===== src/rtl/bridge_pkg.sv =====
// Shared definitions for the CPU-to-peripheral bus bridge: the peripheral page
// base, register addresses and the active-low 7-segment decode table.
package bridge_pkg;

    localparam logic [31:0] PAGE_BASE = 32'hFFFF_F000;
    localparam logic [19:0] PAGE_TAG  = 20'hFFFFF;

    localparam logic [31:0] ADDR_DIG  = 32'hFFFF_F000;
    localparam logic [31:0] ADDR_TCNT = 32'hFFFF_F020;
    localparam logic [31:0] ADDR_TDIV = 32'hFFFF_F024;
    localparam logic [31:0] ADDR_LED  = 32'hFFFF_F060;
    localparam logic [31:0] ADDR_SW   = 32'hFFFF_F070;

    // Active-low segments: bit 0 = a ... bit 6 = g, bit 7 = DP (kept off).
    function automatic logic [7:0] hex_to_seg(input logic [3:0] value);
        logic [7:0] seg;
        case (value)
            4'h0: seg = 8'hC0;
            4'h1: seg = 8'hF9;
            4'h2: seg = 8'hA4;
            4'h3: seg = 8'hB0;
            4'h4: seg = 8'h99;
            4'h5: seg = 8'h92;
            4'h6: seg = 8'h82;
            4'h7: seg = 8'hF8;
            4'h8: seg = 8'h80;
            4'h9: seg = 8'h90;
            4'hA: seg = 8'h88;
            4'hB: seg = 8'h83;
            4'hC: seg = 8'hC6;
            4'hD: seg = 8'hA1;
            4'hE: seg = 8'h86;
            default: seg = 8'h8E;
        endcase
        return seg;
    endfunction

endpackage


===== src/rtl/seg7_scan.sv =====
// Multiplexed 8-digit 7-segment driver: a scan divider holds each digit lit for
// SCAN_DIV cycles, then the digit index advances 0..7 and wraps.
module seg7_scan
    import bridge_pkg::*;
#(
    parameter int SCAN_DIV = 20000
) (
    input  logic        cpu_clk,
    input  logic        cpu_rst_n,
    input  logic [31:0] dig,
    output logic [7:0]  dig_en,
    output logic [7:0]  dig_seg
);

    localparam int CNT_W = $clog2(SCAN_DIV);
    localparam logic [CNT_W-1:0] CNT_LAST = CNT_W'(SCAN_DIV - 1);

    logic [CNT_W-1:0] scan_cnt_reg, scan_cnt_next;
    logic [2:0]       idx_reg, idx_next;
    logic [3:0]       nibble [8];

    // Split the DIG word into one hex nibble per digit position.
    generate
        for (genvar gi = 0; gi < 8; gi++) begin : g_nibble
            assign nibble[gi] = dig[4*gi +: 4];
        end
    endgenerate

    // Divider wraps at terminal count and steps the digit index (3-bit wrap).
    always_comb begin
        scan_cnt_next = scan_cnt_reg + 1'b1;
        idx_next      = idx_reg;
        if (scan_cnt_reg == CNT_LAST) begin
            scan_cnt_next = '0;
            idx_next      = idx_reg + 3'd1;
        end
    end

    // Scan state registers.
    always_ff @(posedge cpu_clk or negedge cpu_rst_n) begin
        if (!cpu_rst_n) begin
            scan_cnt_reg <= '0;
            idx_reg      <= '0;
        end else begin
            scan_cnt_reg <= scan_cnt_next;
            idx_reg      <= idx_next;
        end
    end

    // Outputs follow the registered index, so they track reset without a clock.
    always_comb begin
        dig_en  = ~(8'b1 << idx_reg);
        dig_seg = hex_to_seg(nibble[idx_reg]);
    end

endmodule


===== src/rtl/bus_bridge.sv =====
// CPU bus bridge: decodes the 0xFFFF_Fxxx peripheral page (DIG, LED, SW and an
// optional timer) and passes every other address through to DRAM.
// Optional timer (TCNT/TDIV/prescaler) is built only when BRIDGE_TIMER_EN is defined.
module bus_bridge
    import bridge_pkg::*;
#(
    parameter int SCAN_DIV = 20000
) (
    input  logic        cpu_clk,
    input  logic        cpu_rst_n,
    input  logic [31:0] Bus_addr,
    input  logic        Bus_we,
    input  logic [31:0] Bus_wdata,
    output logic [31:0] Bus_rdata,
    output logic [13:0] dram_addr,
    output logic        dram_we,
    output logic [31:0] dram_wdata,
    input  logic [31:0] dram_rdata,
    input  logic [23:0] sw,
    output logic [23:0] led,
    output logic [7:0]  dig_en,
    output logic [7:0]  dig_seg
);

    logic        in_page;
    logic        wr_dig, wr_led;
    logic [31:0] dig_reg;
    logic [23:0] led_reg;
    logic [31:0] tcnt_rd, tdiv_rd;
    logic [31:0] page_rdata;

    assign in_page = (Bus_addr[31:12] == PAGE_TAG);
    assign wr_dig  = Bus_we && (Bus_addr == ADDR_DIG);
    assign wr_led  = Bus_we && (Bus_addr == ADDR_LED);

    assign dram_addr  = Bus_addr[15:2];
    assign dram_wdata = Bus_wdata;
    assign dram_we    = Bus_we && !in_page;
    assign led        = led_reg;

    // Display and LED registers; writes land on the strobe edge.
    always_ff @(posedge cpu_clk or negedge cpu_rst_n) begin
        if (!cpu_rst_n) begin
            dig_reg <= '0;
            led_reg <= '0;
        end else begin
            if (wr_dig) dig_reg <= Bus_wdata;
            if (wr_led) led_reg <= Bus_wdata[23:0];
        end
    end

`ifdef BRIDGE_TIMER_EN
    logic [31:0] tcnt_reg, tdiv_reg, presc_reg;
    logic        wr_tcnt, wr_tdiv, tick;

    assign wr_tcnt = Bus_we && (Bus_addr == ADDR_TCNT);
    assign wr_tdiv = Bus_we && (Bus_addr == ADDR_TDIV);
    assign tick    = (tdiv_reg != '0) && (presc_reg == tdiv_reg - 32'd1);

    // Timer: bus writes win over the tick and restart the prescaler so a new
    // count or divisor always starts from a clean phase.
    always_ff @(posedge cpu_clk or negedge cpu_rst_n) begin
        if (!cpu_rst_n) begin
            tcnt_reg  <= '0;
            tdiv_reg  <= '0;
            presc_reg <= '0;
        end else if (wr_tcnt) begin
            tcnt_reg  <= Bus_wdata;
            presc_reg <= '0;
        end else if (wr_tdiv) begin
            tdiv_reg  <= Bus_wdata;
            presc_reg <= '0;
        end else if (tick) begin
            tcnt_reg  <= tcnt_reg + 32'd1;
            presc_reg <= '0;
        end else if (tdiv_reg != '0) begin
            presc_reg <= presc_reg + 32'd1;
        end
    end

    assign tcnt_rd = tcnt_reg;
    assign tdiv_rd = tdiv_reg;
`else
    assign tcnt_rd = '0;
    assign tdiv_rd = '0;
`endif

    // Zero-latency read mux; unmapped page offsets read as zero.
    always_comb begin
        page_rdata = '0;
        case (Bus_addr)
            ADDR_DIG:  page_rdata = dig_reg;
            ADDR_TCNT: page_rdata = tcnt_rd;
            ADDR_TDIV: page_rdata = tdiv_rd;
            ADDR_LED:  page_rdata = {8'h00, led_reg};
            ADDR_SW:   page_rdata = {8'h00, sw};
            default:   page_rdata = '0;
        endcase
        Bus_rdata = in_page ? page_rdata : dram_rdata;
    end

    seg7_scan #(
        .SCAN_DIV (SCAN_DIV)
    ) u_seg7_scan (
        .cpu_clk   (cpu_clk),
        .cpu_rst_n (cpu_rst_n),
        .dig       (dig_reg),
        .dig_en    (dig_en),
        .dig_seg   (dig_seg)
    );

endmodule


===== config.mk =====
export PLATFORM = sky130hd
export DESIGN_NAME = bus_bridge
export DESIGN_NICKNAME = d
export VERILOG_FILES = /design/src/rtl/bridge_pkg.sv /design/src/rtl/seg7_scan.sv /design/src/rtl/bus_bridge.sv
export SDC_FILE = /design/constraint.sdc
export NUM_CORES = 1
export LEC_CHECK = 0
export CAP_MARGIN = 0
export CORE_AREA = 2 2 131 95
export CTS_BUF_LIST = sky130_fd_sc_hd__clkbuf_8
export DETAILED_ROUTE_END_ITERATION = 8
export DIE_AREA = 0 0 133 97
export PLACE_DENSITY = 0.83
export RECOVER_POWER = 100
export SLEW_MARGIN = 0
export SYNTH_ARGS = -nofsm -noshare
export SYNTH_HDL_FRONTEND = slang
export SYNTH_SLANG_ARGS = --single-unit

===== constraint.sdc =====
create_clock -name cpu_clk -period 3.88 [get_ports cpu_clk]
set_clock_uncertainty 0.05 [all_clocks]
set_input_delay 0.97 -clock cpu_clk [delete_from_list [all_inputs] [get_ports cpu_clk]]
set_output_delay 0.97 -clock cpu_clk [all_outputs]
set_load 0.01 [all_outputs]

==> results.txt <==
----------------------------------------------------
[Outcome]
  Outcome ... complete, but fails checks
  Failing checks ... capacitance limit, slew limit

[Layout]
  Non-Filler Cell Area, Final ... ~7400 sq um
  Final Net Count ... 808
  Layout cells sized above 1 ... 21.3%
  Max reg flops ... 32
  Final-layout fill cell count ... between 900 and 1000
  Synthesis-to-finish area growth ... 55.6%
  # diodes ... 0

[Floorplanning]
  Area enclosed by the die boundary ... 12900 sq um
  Core footprint ... around 12000 sq um
  Number of placement rows ... 33
  Initial cell density of the core ... roughly two fifths
  Die extent in y ... ~97 microns
  Boundary Pins ... 242
  Die Width ... 133 microns

[Critical path]
  Arr. time, crit path ... around 2.8 ns
  Highest net fanout along the worst path ... 13
  Reg-to-reg setup timing slack ... around 1.9 ns
  Worst reg2reg path startpoint ... u_seg7_scan.scan_cnt_reg[0]
  CP Class ... primary input to output pin
  R2R depth ... 5
  Data required time of the critical path ... 2.86 ns
  Critical Path Start Type ... primary input
  Worst reg2reg endpoint ... u_seg7_scan.idx_reg[2]
  Critical Path Sink Type ... output pin

[STA]
  Final Setup Violations ... 0
  Count of final hold-check violations ... 0
  Worst Hold Margin ... 0.453 ns
  Slew headroom ... -24.2%
  Count of final max-slew check failures ... 75
  Transition at the pin with the smallest max-transition slack ... 1.86 ns
  Time the worst path needs with I/O delays and setup ... 3.78 ns
  Share of the clock period used by the worst path ... 97.3%
  Max Freq ... about 260 MHz
  Accumulated negative setup slack ... 0 ns
  Final worst-path setup slack ... 0.104 ns

[Hold path]
  Source of the worst hold timing path ... u_seg7_scan.scan_cnt_reg[13]
  Worst Hold End ... u_seg7_scan.scan_cnt_reg[13]
  Hold crit path type ... register to register
  Worst hold path cell count ... 1

[Pwr]
  Psw ... between 0.4 and 0.5 mW
  Internal ... around 1.3 mW
  Lkg Pwr ... 3.50 nW
  Clock network fraction of total power ... 36.8%
  Switching part of the total power ... 24.4%
  Sequential share of power ... about 46%
  Pwr/cell area ... 224 nW/um^2
  Power after layout ... 1.66 mW
  Part of the power in combinational logic ... 16.7%
  Peak supply drop ... 0.000186 V

[Drt]
  Total number of vias ... 4344
  Number of search-and-repair iterations in the first detailed-routing pass ... 5
  Drt initial violations ... 246
  Post-detailed-route via-to-cell ratio ... around 5.2
  Count of antenna-violating nets left after detailed routing ... 0
  Post-route DRC ... 0
  Wire length per cell ... 19.5 microns
  Final wirelength ... 16300 microns

[Place]
  Port Buf Inserts ... 240
  Setup slack at placement ... -0.421 ns
  Routability congestion estimate ... 0.829
  Half-perimeter wire length of the detailed placement result ... 11800 microns
  Placed cell areas ... 7110 sq um

[Logic synthesis]
  Net count after synthesis ... 587
  Mapped Cells ... about 450
  Cell Area, Synth ... 4760 sq um
  Post-synthesis average cell area ... between 10 and 15 sq um
  Most used standard cell by instance count after synthesis ... dfrtp_1
  Largest cells by area after synthesis ... dfrtp_1, mux2_2, mux2_1, buf_4, nand2_1
  Number of synthesized flops with an enable pin ... 0
  Number of library cell types mapped by synthesis ... 42
  Async set-or-reset flop fraction in the synthesized netlist ... 100%
  Number of warning messages in the yosys log ... 0
  Flip-flop cell with the highest count after synthesis ... dfrtp_1
  Share of the synthesized area in the top cell type ... 38.9%
  Largest area contributor in the synthesized netlist ... dfrtp_1
  Top cells by count, synth ... dfrtp_1, nand2_1, mux2_2
  Seq/Total Area, Yosys ... just under 40%
  Number of synthesized register bits ... 74

[Global route]
  Maximum number of pins on one net before global-route repair ... 75
  Via count of the first global-routing pass ... 4469
  Antenna violations before repair ... 0
  Combined global-route utilization of all metal layers ... roughly 25%
  Grt total ovfl ... 0
  Global-route wire length before repair ... 24800 microns

[Clock tree]
  Reg clk slew, reported paths ... 0.08 ns
  TritonCTS clock tree ... built
  Clock insertion delay at the later pin of the skew report ... 0.36 ns
  Maximum clock path buffer count ... 2
  Number of sinks on the clock net ... 74
  Inserted Clock Buffers ... 9
  H-tree lvl count ... 3
  Clock root buffer master ... clkbuf_8

[Job]
  Reported max-cap violation count ... 1

----------------------------------------------------
==> what timing repair did <==
item,in CTS,in global routing
setup endpoints to repair,40,35
hold buffers,0,0
setup buffers,12,6
gates cloned,2,2
gates resized for setup,124,48
pin swaps,6,12
==> cell type report <==
type	instances	area, sq um	area share (%)
repair buffers	280	2670	36.0
clock buffers	10	138	1.86
well taps	157	196	2.66
multi-input cells	297	2440	33.0
clock inverters	6	65.1	0.879
flip-flops and latches	74	1850	25.0
inverters	10	37.5	0.507
==> cell usage in the layout, fill, tap and decap left out, types with 7 or more instances in the layout <==
cell	n
inv_1	9
dlygate4sd2_1	16
o21ai_1	17
o21ai_0	18
mux2_1	32
clkbuf_8	10
clkbuf_1	13
a22oi_1	24
ha_1	13
buf_4	18
nand3_1	10
nand2_1	55
mux2i_1	7
clkbuf_2	18
clkdlybuf4s50_1	109
dfrtp_1	73
dlygate4sd3_1	77
mux2_2	49
nor2_1	14
xor2_1	8
mux4_2	8
==> worst max-delay path by stage <==
| stage | start | slack [ns] | cells after the start | to |
|---|---|---|---|---|
| after global routing | u_seg7_scan.idx_reg[0] | -0.004 | 11 | dig_seg[3] |
| after detailed placement | Bus_addr[7] | -0.42 | 9 | Bus_rdata[18] |
| after floorplan | Bus_addr[1] | 0.53 | 6 | Bus_rdata[10] |
| after CTS | Bus_addr[0] | -0.08 | 12 | Bus_rdata[10] |
| final | Bus_addr[29] | 0.10 | 6 | Bus_rdata[6] |
| after global placement | Bus_addr[1] | -0.32 | 8 | Bus_rdata[17] |
==> per-stage QoR <==
step                      instances  utilization, %
after floorplan                 451               -
after global placement          797            61.7
after detailed placement        797            61.7
after CTS                       827            64.5
after global routing            834            64.2
final                           834            64.2
==> critical path, cell delays in order <==
cell	delay [ns]
clkdlybuf4s50_1	0.45
nand4_1	0.13
or4_1	0.59
buf_4	0.22
o21ai_0	0.16
clkdlybuf4s15_2	0.24
==> power by group through the flow <==
stage	Sequential (mW)	Combinational [mW]	Clock, mW
floorplan	0.786	0.0964	0
global placement	0.786	0.304	0
detailed placement	0.786	0.308	0
CTS	0.770	0.295	0.629
global route	0.771	0.297	0.664
finish	0.771	0.278	0.611
==> routing by layer <==
metal	GRT usage [%]	vias up	wire length (microns)
met1	31.0	2122	6690
met5	0	-	0
met3	6.08	14	1260
met2	44.1	201	8180
li1	-	2007	-
met4	4.88	0	153
==> kinds of logic after synthesis <==
| family | share of synthesized area, % |
|---|---|
| AND/OR/NAND/NOR | 10.9 |
| XOR/XNOR | 2.58 |
| multiplexers | 24.7 |
| adder cells (fa/ha/maj) | 3.42 |
| other | 0.0789 |
| buffers and inverters | 10.7 |
| AO/OA/AOI/OAI | 8.79 |
| flip-flops | 38.9 |
(Power assumes the default switching activity.)
